<file path="src/rtl/ecc_scrub_pkg.sv">
// Shared types and constants for the ECC scrub controller and its Hamming(12,8) syndrome unit.
package ecc_scrub_pkg;
    localparam int CW_W    = 12;
    localparam int SYN_W   = 4;
    localparam int MAX_POS = 12;

    typedef enum logic [2:0] {
        IDLE,
        RD,
        EVAL,
        WR,
        DONE
    } state_t;
endpackage

</file>
<file path="src/rtl/hamming_syn12.sv">
// Combinational Hamming(12,8) syndrome and single-bit correction.
// Codeword position p (1..12) lives at bit CW_W-p, so position 1 is the MSB.
module hamming_syn12
    import ecc_scrub_pkg::*;
(
    input  logic [CW_W-1:0]  codeword_i,
    output logic [SYN_W-1:0] syndrome_o,
    output logic [CW_W-1:0]  corrected_o,
    output logic             correctable_o,
    output logic             uncorrectable_o
);
    localparam logic [CW_W-1:0] POS1_MASK = {1'b1, {(CW_W-1){1'b0}}};

    logic [SYN_W-1:0] syn;

    always_comb begin
        syn = '0;
        for (int p = 1; p <= CW_W; p++) begin
            if (codeword_i[CW_W-p]) syn = syn ^ SYN_W'(p);
        end
    end

    assign syndrome_o      = syn;
    assign correctable_o   = (syn != '0) && (syn <= SYN_W'(MAX_POS));
    assign uncorrectable_o = (syn > SYN_W'(MAX_POS));
    assign corrected_o     = correctable_o ? (codeword_i ^ (POS1_MASK >> (syn - 1'b1))) : codeword_i;
endmodule

</file>
<file path="src/rtl/ecc_scrub_ctrl.sv">
// Background scrubber: reads each codeword, rewrites single-bit errors, counts corrections.
// Define ECC_SCRUB_LOG_EN to expose the address and syndrome of the most recent bad word.
module ecc_scrub_ctrl
    import ecc_scrub_pkg::*;
#(
    parameter int ADDR_W = 4,
    parameter int DEPTH  = 16,
    parameter int CNT_W  = 8
) (
    input  logic              clk,
    input  logic              rst,
    input  logic              start,
    input  logic              stop,
    output logic [ADDR_W-1:0] mem_addr,
    output logic              mem_rd_en,
    input  logic [CW_W-1:0]   mem_rd_data,
    output logic              mem_wr_en,
    output logic [CW_W-1:0]   mem_wr_data,
    output logic              busy,
    output logic              done,
    output logic [CNT_W-1:0]  corr_cnt,
    output logic [CNT_W-1:0]  uncorr_cnt
`ifdef ECC_SCRUB_LOG_EN
    ,
    output logic [ADDR_W-1:0] last_err_addr,
    output logic [SYN_W-1:0]  last_err_syn
`endif
);
    state_t            state_q, state_d;
    logic [ADDR_W-1:0] addr_q, addr_d;
    logic [CNT_W-1:0]  corr_q, corr_d;
    logic [CNT_W-1:0]  uncorr_q, uncorr_d;
    logic [CW_W-1:0]   wdata_q, wdata_d;

    logic [SYN_W-1:0]  syn;
    logic [CW_W-1:0]   fixed;
    logic              can_fix, cant_fix;
    logic              last;

    hamming_syn12 u_syn (
        .codeword_i      (mem_rd_data),
        .syndrome_o      (syn),
        .corrected_o     (fixed),
        .correctable_o   (can_fix),
        .uncorrectable_o (cant_fix)
    );

    assign last = (addr_q == ADDR_W'(DEPTH - 1));

`ifdef ECC_SCRUB_LOG_EN
    logic [ADDR_W-1:0] log_addr_q, log_addr_d;
    logic [SYN_W-1:0]  log_syn_q, log_syn_d;
`else
    logic unused_syn;
    assign unused_syn = ^syn;
`endif

    always_comb begin
        state_d  = state_q;
        addr_d   = addr_q;
        corr_d   = corr_q;
        uncorr_d = uncorr_q;
        wdata_d  = wdata_q;
`ifdef ECC_SCRUB_LOG_EN
        log_addr_d = log_addr_q;
        log_syn_d  = log_syn_q;
`endif
        case (state_q)
            IDLE: begin
                if (start) begin
                    corr_d   = '0;
                    uncorr_d = '0;
                    addr_d   = '0;
                    state_d  = RD;
`ifdef ECC_SCRUB_LOG_EN
                    log_addr_d = '0;
                    log_syn_d  = '0;
`endif
                end
            end
            RD: state_d = EVAL;
            EVAL: begin
`ifdef ECC_SCRUB_LOG_EN
                if (syn != '0) begin
                    log_addr_d = addr_q;
                    log_syn_d  = syn;
                end
`endif
                if (cant_fix && uncorr_q != '1) uncorr_d = uncorr_q + 1'b1;
                if (can_fix) begin
                    wdata_d = fixed;
                    state_d = WR;
                end else if (last || stop) begin
                    state_d = DONE;
                end else begin
                    addr_d  = addr_q + 1'b1;
                    state_d = RD;
                end
            end
            WR: begin
                if (corr_q != '1) corr_d = corr_q + 1'b1;
                // A write in flight always lands before stop is honoured.
                if (last || stop) begin
                    state_d = DONE;
                end else begin
                    addr_d  = addr_q + 1'b1;
                    state_d = RD;
                end
            end
            DONE:    state_d = IDLE;
            default: state_d = IDLE;
        endcase
    end

    always_ff @(posedge clk) begin
        if (rst) begin
            state_q  <= IDLE;
            addr_q   <= '0;
            corr_q   <= '0;
            uncorr_q <= '0;
            wdata_q  <= '0;
`ifdef ECC_SCRUB_LOG_EN
            log_addr_q <= '0;
            log_syn_q  <= '0;
`endif
        end else begin
            state_q  <= state_d;
            addr_q   <= addr_d;
            corr_q   <= corr_d;
            uncorr_q <= uncorr_d;
            wdata_q  <= wdata_d;
`ifdef ECC_SCRUB_LOG_EN
            log_addr_q <= log_addr_d;
            log_syn_q  <= log_syn_d;
`endif
        end
    end

    assign mem_addr    = addr_q;
    assign mem_rd_en   = (state_q == RD);
    assign mem_wr_en   = (state_q == WR);
    assign mem_wr_data = mem_wr_en ? wdata_q : '0;
    assign busy        = (state_q == RD) || (state_q == EVAL) || (state_q == WR);
    assign done        = (state_q == DONE);
    assign corr_cnt    = corr_q;
    assign uncorr_cnt  = uncorr_q;
`ifdef ECC_SCRUB_LOG_EN
    assign last_err_addr = log_addr_q;
    assign last_err_syn  = log_syn_q;
`endif
endmodule
</file>
<file path="config.mk">
export PLATFORM = sky130hd
export DESIGN_NAME = ecc_scrub_ctrl
export DESIGN_NICKNAME = d
export VERILOG_FILES = /design/src/rtl/ecc_scrub_pkg.sv /design/src/rtl/hamming_syn12.sv /design/src/rtl/ecc_scrub_ctrl.sv
export SDC_FILE = /design/constraint.sdc
export NUM_CORES = 1
export LEC_CHECK = 0
export ABC_AREA = 1
export BUFFER_PORTS_ARGS = -buffer_cell sky130_fd_sc_hd__buf_4
export CAP_MARGIN = 10
export CORE_UTILIZATION = 48
export DETAILED_ROUTE_END_ITERATION = 8
export PLACE_DENSITY_LB_ADDON = 0.25
export SLEW_MARGIN = 20
export SYNTH_ARGS = -nofsm -noshare
export SYNTH_HDL_FRONTEND = slang
export SYNTH_SLANG_ARGS = --single-unit
export TNS_END_PERCENT = 20
</file>
<file path="constraint.sdc">
create_clock -name clk -period 1.6 [get_ports clk]
set_clock_uncertainty 0.1 [all_clocks]
set_input_delay 0.08 -clock clk [delete_from_list [all_inputs] [get_ports clk]]
set_output_delay 0.08 -clock clk [all_outputs]
set_load 0.01 [all_outputs]
</file>
Yosys cells after proc, flatten, opt, wreduce, memory -nomap -nowiden:

Index checks and enable logic that the tools add are counted.

* register bits after elaboration: 35
* word-level logic and storage cells: 75

* equality and inequality tests: 11
* reductions and logical operators: 14
* shift operators: 1
* bitwise gates (word level): 12
* multiplexer cells: 26
* $add $sub $neg: 4
* magnitude comparators: 2

Operators with widths (number)
* 2-to-1 mux 4 bit: 8
* case mux 8 bit (2 select lines): 2
* 2-to-1 mux 8 bit: 3
* 2-to-1 mux 3 bit: 7
* adder 8 x 1 -> 8 bit, second input constant: 2
* != test 8 bit, second input constant: 2
* 2-to-1 mux 12 bit: 1
* NOT 2 bit: 6
* case mux 3 bit (4 select lines): 1
* case mux 4 bit (3 select lines): 1
* >> shifter 12 x 4 -> 12 bit, first input constant: 1
* bitwise XOR 12 bit: 1
* AND reduction 3 bit: 3
* equality test 3 x 2 -> 1 bit, second input constant: 2
* != test 2 bit, second input constant: 3
* NOT 3 bit: 2
* adder 4 x 1 -> 4 bit, second input constant: 1
* equality test 4 bit, second input constant: 1
* > comparator 4 bit, second input constant: 1
* <= comparator 4 bit, second input constant: 1
* 2-to-1 mux 2 bit: 2
* nonzero test 2 bit: 2
* nonzero test 4 bit: 1
* subtractor 4 x 1 -> 4 bit, second input constant: 1
* other kinds (10): 15

Depth between registers and ports, before layout:

Gate-level depths: netlist of the first run.

* depth after elaboration: 24
* mapped depth: 15

Modules after synthesis:

From an unflattened synthesis of the first run, not the netlist that was laid out.

* cells, all modules: 433
* area, all modules: 2702.6 µm²

By module, submodules not included
* ecc_scrub_ctrl: times used 1, cells each 292, area an instance 1938.1 µm², sequential area each 700.7 µm²
* hamming_syn12: times used 1, cells each 141, area an instance 764.5 µm², sequential area each 0.0 µm²

Worst setup path after synthesis of the first run:

OpenSTA, ideal clock, no wires.

* path type: reg-to-reg
* from: register corr_q[1], in the netlist corr_cnt[1]
* to: register corr_q[7], in the netlist corr_cnt[7]
* path buffers: 0
* setup slack: -114 ps
* arrival time: 1499 ps
* cell stages (with the launch flop): 11
* data required time: 1385 ps
* setup time: 115 ps
* path through: dfxtp_1 -> ha_1 -> nand2_1 -> nor3_1 -> nand3_1 -> nand2_1 -> nand2_1 -> nand2_1 -> nor3_2 -> a21oi_1 -> nor2_1

* longest elaborated chain between the ends: 3
* elaborated cells between the ends (all ways): 6

Ends and longest elaborated chain
* start: declaration: RTL line ecc_scrub_ctrl.sv:31 `logic [CNT_W-1:0] corr_q, corr_d;`
* start signal: assignment: RTL line ecc_scrub_ctrl.sv:129 `corr_q <= corr_d;`
* adder 8 x 1 -> 8 bit / != test 8 bit (equally long branches): RTL line ecc_scrub_ctrl.sv:101 `if (corr_q != '1) corr_d = corr_q + 1'b1;`
* 2-to-1 mux 8 bit / != test 2 x 1 -> 1 bit (equally long branches)
* case mux 8 bit (2 select lines) / AND reduction 3 bit (equally long branches)

Parallel ways exist; a longest one is shown, timed or not. The select of a mux whose other input is x is not followed.
A chain may end at the register's enable or synchronous reset.

Worst setup path in the final report of the first run:

* from: register state_q[2]
* to: register corr_q[7], in the netlist corr_cnt[7]

* longest elaborated chain between the ends: 3
* elaborated cells between the ends (all ways): 7

Ends and longest elaborated chain
* start: declaration: RTL line ecc_scrub_ctrl.sv:29 `state_t state_q, state_d;`
* start signal: assignment: RTL line ecc_scrub_ctrl.sv:127 `state_q <= state_d;`
* equality test 3 x 2 -> 1 bit / logical NOT 3 bit (equally long branches): RTL line ecc_scrub_ctrl.sv:68 `case (state_q)`
* != test 2 x 1 -> 1 bit (no source line), or another cell as far along
* AND reduction 3 bit (no source line)

Parallel ways exist; a longest one is shown, timed or not.

==> out/metrics.cfg, run 1 <==
[die]
ios = 52
die_h_um = 72.49
chipWidth_um = 72.49
dieArea_mm2 = 0.005254
core_mm2 = 0.004755
rows = 25
start_util_pct = 50.16

[detailed_routing]
wl_per_cell_um = 11.74
dr.pass1.iters = 7
first_iter_violations = 170
route.met3.wl_um = 298
drc = 0
wl_met1_um = 2898
vias = 2772
highest_layer = met4
ant_nets = 0
routed_via_density = 4.924
dr_wl_met2_um = 3292
wl_um = 6612

[status]
status = finished with violations
violations = setup timing

[final_layout]
nets = 514
antenna_cells = 0
drive_gt1_share_pct = 37.50
area_growth_pct = 49.00
design_area_mm2 = 0.003553

[worst_setup_path]
slowest_delay_ns = 0.38
path_max_fanout = 5
crit_slowest_cell = dfxtp_1
r2r_slack_ns = -0.09
critPathKind = flip-flop to flip-flop
path_cells = nor2_1 -> nand2_1 -> inv_1 -> nand2_2 -> nand2_4 -> nand2_4 -> nor3_4 -> nand3_1 -> nand2_1 -> nor2_1
setup.worst_path.start_class = flip-flop
end_kind = flip-flop
cp_data_arrival_time_ns = 1.78
crit_required_ns = 1.69

[power_and_ir_drop]
max-vdd-ir-drop_uv = 538.7
p_leak_nw = 1.801
p_per_area_mw_per_mm2 = 829.1
power.total_w = 0.002946

[placement]
dp_hpwl_um = 4570
place_congestion = 0.9510
postPlaceCellArea_mm2 = 0.003186
io_buffer_count = 51

[timing]
fmax_mhz = 592.7
max_slew_margin_pct = 76.40
tns_ns = -0.4227
fin_ws_ns = -0.08708
setup_viol = 10
worst_slew_pin_slew_ns = 0.3536
holdWs_ns = 0.04941
rsz0062_at_grt = yes
slew_viol_final = 0
min_period_over_period_pct = 105.4
hold_viol_final = 0
fin_crit_ns = 1.687

[global_routing]
grt_usage_pct = 24.00
grt_max_degree = 25
grt_pass1_vias = 2354
antenna_found_initial = 0
grt_pass1_wl_um = 10010
gr-total-overflow = 0

[logic_synthesis]
synthSimpleGateAreaFrac_pct = 45.44
synth_top_family_by_area = simple AND/OR/NAND/NOR gates
ys_ff_latch = 35
synth_area_leader_cell = dfxtp_1
synth_area_leaders = dfxtp_1 (29%), nand2_1 (17%), nor2_1 (9.4%)
ys_seq_area_share_pct = 29.38
synth_compound_area_share_pct = 7.870
syn_area_mm2 = 0.002385
synthesis.nets = 405
avgSynthCellArea_um2 = 6.178
synth_cells = 386
synth-xor-area-share_pct = 4.774
yosys.area.top_type_share_pct = 29.38
yosysWarnings = 0
synth.area.mux_share_pct = 0
synth_fa_ha_area_share_pct = 1.574
synth.distinct_cells = 31

[clock_tree]
clockRootBuffer = clkbuf_8
cts_tree = yes
clock_latency_ns = 0.29
clkTransAtPathRegs_ns = 0.08
numCtsBuffers = 5
ctsHtreeMaxLevel = 2
clock_sinks = 35
clock_path_buffers = 2

[min_path]
min-delay-path-class = primary input to flip-flop

[run]
max_cap_viol_count = 0

## layout make-up
cell class	count	area [µm²]
multi-input cells	290	1602
fillers	363	1201
repair buffers	109	840.8
flip-flops and latches	35	711.9
inverters	54	202.7
well taps	67	83.83
clock buffers	5	68.82
clock inverters	3	43.79
## cell usage in the layout (no fill, tap or decap), types with 3 or more instances in the layout
cell type and instances:
a21oi_1 20, a21oi_2 5, buf_4 105, clkbuf_8 5
dfxtp_1 28, dfxtp_2 6, inv_1 41, inv_2 13
nand2_1 102, nand2_2 13, nand2_4 9, nand3_1 32
nand3_2 4, nand4_1 5, nor2_1 55, nor2_4 6
or2_2 3, xor2_1 12
## stage by stage
step | cells | setup WS (ns) | utilization (%)
5_1_grt | 563 | -0.2196 | 74.74
3_5_place_dp | 545 | -0.1466 | 67.00
2_1_floorplan | 386 | -0.01138 | -
3_3_place_gp | 545 | -0.06778 | 67.00
4_1_cts | 555 | -0.01090 | 70.82
6_report | 563 | -0.08708 | 74.74
## metal layers
layer	track usage, %	up-vias
met5	0	-
met4	8.279	0
met3	4.028	14
met2	42.16	95
met1	29.52	1240
li1	-	1423
## state kept, by name, indices dropped and copies added (netlist names)
register / count
state_q: 3
wdata_q: 12
mem_addr: 4
corr_cnt: 8
uncorr_cnt: 8
## path summary, 6_finish.rpt
| path | start | end | depth (start not counted) |
|---|---|---|---|
| setup / recovery | state_q[2] | corr_cnt[7] | 10 |
| hold reg to reg | mem_addr[3] | mem_addr[3] | 2 |
| setup reg to reg | state_q[2] | corr_cnt[7] | 10 |
| hold / removal | mem_rd_data[10] | wdata_q[10] | 5 |
## synthesized netlist by cell type
library cell  count
a211oi_1          1
a21oi_1          25
a22oi_1           1
a31oi_1           2
buf_2             2
buf_6             2
buf_8             1
clkbuf_1          3
dfxtp_1          35
ha_1              3
inv_1            45
inv_2             9
nand2_1         110
nand2_2          10
nand2_4           4
nand3_1          34
nand3_2           2
nand3_4           2
nand3b_1          1
nand4_1           5
nor2_1           60
nor2_4            2
nor3_1            3
nor3_2            1
nor3b_1           1
o21a_1            2
o21ai_0           2
o21ai_1           2
or2_2             3
xnor2_1           1
xor2_1           12
## power breakdown
group	total [W]	switching [W]	internal (W)
combinational	0.00118	0.000660	0.000515
sequential	0.000971	0.0000310	0.000940
clock	0.000800	0.000336	0.000464
total	0.00295	0.00103	0.00192
## worst max-delay path, delay by kind of cell (launching register included)
family                 cells  cell delay, ns
buffers and inverters      1            0.11
and+or+nand+nor            9            1.00
DFF                        1            0.38
## timing repair
item / CTS / global route
endpoints found under the setup margin: 16 / 41
hold buffers: 1 / 0
gates cloned: 0 / 1
hold endpoints to repair: 10 / 0
pin swaps: 4 / 14
gates resized for setup: 15 / 32
buffers inserted: 1 / 7
## logic make-up (layout without fill, tap and decap cells)
group,after synthesis,count (layout)
buf+inv,62,171
fa+ha+maj,3,3
xor+xnor,13,13
flops,35,35
simple gates,238,239
compound gates,35,35
No activity file was read; power rests on OpenSTA's default activity.
==> run 2: changes to the inputs <==
- CELL_PAD_IN_SITES_DETAIL_PLACEMENT: unset -> 1
- CELL_PAD_IN_SITES_GLOBAL_PLACEMENT: unset -> 1
- CORE_UTILIZATION: 48 -> 34
==> run 2 against run 1 <==
The flow still finishes with violations (setup timing). Power is 7.7% higher. Critical path depth stayed put. Non-clock buffer count is 19 higher. Global-route usage is 1.4 points higher. Clock-buffer cell count is 3 higher. Sequential power is 1% higher. First-iteration DRC count is 29% lower. Critical path type unchanged. Critical endpoint is now corr_cnt[2].
==> out/metrics.cfg, run 2 (same netlist as run 1, synthesis figures left out) <==
[global_routing]
grt_pass1_wl_um = 14460  ; +44%
grt_max_degree = 25  ; unchanged
grt_usage_pct = 25.40  ; +1.4 points
antenna_found_initial = 0  ; unchanged
gr-total-overflow = 0  ; unchanged
grt_pass1_vias = 2999  ; +27%

[timing]
worst_slew_pin_slew_ns = 0.4919  ; +0.1383 ns
min_period_over_period_pct = 112.2  ; +6.7 points
max_slew_margin_pct = 66.95  ; -9.4 points
fin_crit_ns = 1.795  ; +0.1078 ns
hold_viol_final = 0  ; unchanged
tns_ns = -1.505  ; -1.082 ns
setup_viol = 24  ; +14
slew_viol_final = 0  ; unchanged
fmax_mhz = 557.1  ; -6.0%
fin_ws_ns = -0.1949  ; -0.1078 ns
rsz0062_at_grt = yes

[placement]
place_congestion = 0.8259  ; -13%
dp_hpwl_um = 6020  ; +32%
io_buffer_count = 51  ; unchanged

[power_and_ir_drop]
max-vdd-ir-drop_uv = 545.5  ; +1.2%
p_per_area_mw_per_mm2 = 841.6  ; +1.5%
p_leak_nw = 1.898  ; +5.4%
power.total_w = 0.003172  ; +7.7%

[detailed_routing]
wl_per_cell_um = 16.86  ; +44%
drc = 0  ; unchanged
first_iter_violations = 121  ; -29%
vias = 3104  ; +12%
dr.pass1.iters = 4  ; -3
ant_nets = 0  ; unchanged
routed_via_density = 5.080  ; +3.2%
wl_um = 10300  ; +56%

[clock_tree]
numCtsBuffers = 5  ; unchanged
clock_latency_ns = 0.30  ; about the same
cts_tree = yes
clockRootBuffer = clkbuf_8
ctsHtreeMaxLevel = 2  ; unchanged
clock_sinks = 35  ; unchanged
clock_path_buffers = 2  ; unchanged
clkTransAtPathRegs_ns = 0.08  ; about the same

[final_layout]
antenna_cells = 0  ; unchanged
area_growth_pct = 58.03
largest_reg_flops = 12  ; unchanged
top_register = wdata_q
final_common_cell = buf_4
nets = 533  ; +3.7%
drive_gt1_share_pct = 40.97  ; +3.5 points
final_cell_mix = buf_4 (123), nand2_1 (99), nor2_1 (52)

[worst_setup_path]
setup.worst_path.start_class = flip-flop
end_kind = flip-flop
slowest_delay_ns = 0.34  ; -0.04 ns
path_max_fanout = 5  ; unchanged
crit_slowest_cell = dfxtp_2
crit_family = simple AND/OR/NAND/NOR gates
crit_required_ns = 1.71  ; +0.02 ns
cp_common_cell = nor2_4
path_buf_inv = 3  ; +2
cp_data_arrival_time_ns = 1.91  ; +0.13 ns
path_cells = nor2_4 -> inv_2 -> nor2_4 -> inv_2 -> nor2_4 -> inv_4 -> nand2_4 -> nand2_1 -> or2_2 -> a21oi_1
critPathKind = flip-flop to flip-flop

[die]
chipWidth_um = 85.75  ; +18%
rows = 30  ; +20%
core_mm2 = 0.006794  ; +43%
die_h_um = 85.75  ; +18%
start_util_pct = 35.10  ; -15 points
ios = 52  ; unchanged
dieArea_mm2 = 0.007353  ; +40%

[min_path]
min-delay-path-class = primary input to flip-flop

[status]
violations = setup timing
status = finished with violations

[run]
max_cap_viol_count = 0  ; unchanged

[run 2: what timing repair did]
item / 4_1_cts / 5_1_grt
hold endpoints to repair: 10 / 0
pin swaps: 10 / 13
resized for setup: 31 / 30
hold buffers: 1 / 0
gates cloned: 1 / 0
setup endpoints to repair: 31 / 48
buffers inserted: 12 / 4
[run 2: layout make-up]
class	count	area (µm²)
multi-input cells	290	1643
flip-flops and latches	35	710.7
fillers	893	3025
well taps	96	120.1
repair buffers	128	987.2
inverters	54	207.7
clock buffers	8	100.1
[run 2: report_power, final]
part	switching, W	leakage [nW]	internal [W]	total (W)
sequential	0.0000470	0.286	0.000938	0.000985
combinational	0.000830	1.56	0.000607	0.00144
clock	0.000355	0.0515	0.000394	0.000749
[run 2: metal layers]
metal	track usage, %	up-vias	routed length, µm
li1	-	1461	-
met2	44.80	125	5294
met4	11.52	0	391
met3	3.946	34	488
met5	0	-	0
met1	30.35	1484	4130
[run 2: path summary, 6_finish.rpt]
check	from	to	slack [ns]	depth (start not counted)
setup / recovery	state_q[0]	corr_cnt[2]	-0.19	10
hold / removal	mem_rd_data[10]	wdata_q[10]	0.06	5
setup reg to reg	state_q[0]	corr_cnt[2]	-0.19	10
hold reg to reg	mem_addr[3]	mem_addr[3]	0.43	2
[run 2: per-stage QoR]
stage	worst slack, ns	instances	utilization (%)	instance area (µm²)	hold slack, ns
after CTS	-0.05200	607	53.57	3640	0.06140
final	-0.1949	611	55.47	3769	0.06166
after detailed placement	-0.1992	587	48.86	3319	0.2560
after global placement	-0.08735	587	48.86	3319	0.2532
after global routing	-0.2767	611	55.47	3769	0.07562
after floorplan	-0.01138	386	-	2397	0.1886
[run 2: worst min-delay path, delay by kind of cell]
family / cells / cell delay [ns]
AO/OA/AOI/OAI: 1 / 0.06
buffers and inverters: 2 / 0.13
AND/OR/NAND/NOR: 2 / 0.14
==> run 3: changes to the inputs <==
- PLACE_DENSITY: unset -> 0.88
- PLACE_DENSITY_LB_ADDON: 0.25 -> unset
==> run 3 against run 2 <==
The flow still finishes with violations (setup timing). Clock power decreased by 9.5%. Cell area increased by 1.4%. Sequential share of layout area decreased by 0.17 points. Critical path depth decreased by 1. Sequential power about the same. Die area unchanged. Via count increased by 3.6%. Global-route usage increased by 0.96 points. Cell count decreased by 0.16%. Utilization increased by 0.79 points. Flip-flop and latch count unchanged. Hold slack got worse by 0.026 ns.
==> out/metrics.cfg, run 3 (same netlist as run 1, synthesis figures left out) <==
[die]
die_h_um = 85.75  ; unchanged
start_util_pct = 35.10  ; unchanged
chipWidth_um = 85.75  ; unchanged
dieArea_mm2 = 0.007353  ; unchanged
core_mm2 = 0.006794  ; unchanged
rows = 30  ; unchanged
ios = 52  ; unchanged

[worst_setup_path]
crit_family = simple AND/OR/NAND/NOR gates
end_kind = flip-flop
r2r_slack_ns = -0.22  ; -0.03 ns
crit_required_ns = 1.69  ; -0.02 ns
reg2reg_from = state_q[1]
cp_common_cell = buf_4
r2r-end = mem_addr[3]
slowest_delay_ns = 0.38  ; +0.04 ns
r2r_cells = 9  ; -1
crit_slowest_cell = dfxtp_4
setup.worst_path.start_class = flip-flop
critPathKind = flip-flop to flip-flop
path_cells = inv_1 -> nor2_2 -> inv_2 -> nor2_4 -> nand3_4 -> buf_4 -> buf_4 -> nand3_1 -> a21oi_1
path_max_fanout = 7  ; +2
path_buf_inv = 4  ; +1
cp_data_arrival_time_ns = 1.92  ; about the same

[run]
max_cap_viol_count = 0  ; unchanged

[detailed_routing]
wl_um = 11640  ; +13%
wl_per_cell_um = 19.08  ; +13%
first_iter_violations = 132  ; +9.1%
vias = 3215  ; +3.6%
drc = 0  ; unchanged
routed_via_density = 5.270  ; +3.7%
ant_nets = 0  ; unchanged
dr.pass1.iters = 4  ; unchanged

[power_and_ir_drop]
power.total_w = 0.003203  ; +0.99%
pwr-share-seq_pct = 30.7  ; -0.4 points
max-vdd-ir-drop_uv = 395.9  ; -27%
p_per_area_mw_per_mm2 = 838.0  ; -0.43%
clockPowerShare_pct = 21.2  ; -2.4 points
p_leak_nw = 1.862  ; -1.9%
p_comb_share_pct = 48.1  ; +2.8 points
p_int_w = 0.001874  ; -3.4%
switching_share_pct = 41.48  ; +2.6 points
netSwitchingPower_w = 0.001329  ; +7.9%

[placement]
dp.cells = 585  ; -0.34%
post-place-ws_ns = -0.2732  ; -0.07399 ns
io_buffer_count = 51  ; unchanged
place_congestion = 0.8357  ; +1.2%
dp_hpwl_um = 6429  ; +6.8%

[timing]
fin_ws_ns = -0.2222  ; -0.02727 ns
worst_slew_pin_slew_ns = 0.4122  ; -0.07971 ns
holdWs_ns = 0.03610  ; -0.02556 ns
rsz0062_at_grt = yes
min_period_over_period_pct = 113.9  ; +1.7 points
hold_viol_final = 0  ; unchanged
fin_crit_ns = 1.822  ; +0.02727 ns
setup_viol = 46  ; +92%
max_slew_margin_pct = 72.42  ; +5.5 points
fmax_mhz = 548.8  ; -1.5%
slew_viol_final = 0  ; unchanged

[clock_tree]
numCtsBuffers = 5  ; unchanged
clkTransAtPathRegs_ns = 0.08  ; about the same
cts_tree = yes
ctsHtreeMaxLevel = 2  ; unchanged
clock_sinks = 35  ; unchanged
clockRootBuffer = clkbuf_8
clock_latency_ns = 0.30  ; about the same
clock_path_buffers = 2  ; unchanged

[final_layout]
stdcell_count = 610  ; -0.16%
final_common_cell = buf_4
top_register = wdata_q
nets = 532  ; -0.19%
final_cell_mix = buf_4 (117), nand2_1 (97), inv_1 (41), nor2_1 (41), nand3_1 (31)
antenna_cells = 0  ; unchanged
drive_gt1_share_pct = 44.36  ; +3.4 points
area_growth_pct = 60.28
largest_reg_flops = 12  ; unchanged

[min_path]
min_to = wdata_q[10]
min-delay-path-class = primary input to flip-flop
min_from = mem_rd_data[10]
whs_path_depth = 5  ; unchanged

[global_routing]
antenna_found_initial = 0  ; unchanged
grt_pass1_vias = 3241  ; +8.1%
grt_usage_pct = 26.35  ; +0.96 points
grt_max_degree = 20  ; -20%
grt_pass1_wl_um = 15190  ; +5.1%
gr-total-overflow = 0  ; unchanged

[status]
violations = setup timing
status = finished with violations

[run 3: cell types whose count changed in the layout (fill, tap and decap cells not counted), sizes merged]
cell,change
buf,-2
clkinvlp,+1
clkinv,+1
nand2,-1
[run 3: worst max-delay path by stage]
stage / startpoint / slack (ns) / cells past startpoint / end
after detailed placement: state_q[1] / -0.27 / 12 / corr_cnt[7]
after CTS: state_q[0] / -0.1 / 12 / corr_cnt[7]
final: state_q[1] / -0.22 / 9 / mem_addr[3]
after global placement: state_q[1] / -0.07 / 12 / corr_cnt[7]
after floorplan: state_q[1] / -0.01 / 12 / corr_cnt[7]
after global routing: mem_rd_data[1] / -0.25 / 14 / wdata_q[11]
[run 3: layout make-up]
type / instances / area, µm²
Clock buffer: 6 / 72.57
Clock inverter: 2 / 12.51
Fill cell: 882 / 2972
Inverter: 54 / 202.7
Multi-Input combinational cell: 289 / 1669
Sequential cell: 35 / 714.4
Tap cell: 96 / 120.1
Timing Repair Buffer: 128 / 1031
[run 3: layer usage]
metal	share of wire (%)	GRT usage, %	vias up
met5	0	0	-
met4	4.4	15.30	0
met3	5.2	4.139	45
met2	52	49.31	136
met1	39	27.87	1578
li1	-	-	1456
[run 3: per-stage QoR]
step	util, %	TNS, ns	cell area [µm²]
final	56.26	-3.849	3822
after global routing	56.26	-5.258	3822
after CTS	52.10	-0.4877	3540
after detailed placement	48.64	-3.226	3304
after global placement	48.64	-0.2017	3304
after floorplan	-	-0.01138	2397
[run 3: power groups by stage]
stage	registers [W]	clock network (W)	logic [W]
finish	0.000983	0.000678	0.00154
global route	0.000988	0.000694	0.00161
CTS	0.000975	0.000668	0.00121
detailed placement	0.000984	0	0.00108
global placement	0.000978	0	0.00102
floorplan	0.000996	0	0.000595
[run 3: repair_timing]
action | 4_1_cts | 5_1_grt
gates resized for setup | 31 | 46
setup endpoints to repair | 45 | 46
hold endpoints to repair | 10 | 0
setup buffers | 5 | 7
gates cloned | 0 | 4
pin swaps | 10 | 21
hold buffers | 1 | 0
[run 3: tightest hold or removal path, delay by kind of cell]
kind | cells | cell delay, ns
simple gates | 2 | 0.13
buf+inv | 2 | 0.15
compound gates | 1 | 0.05
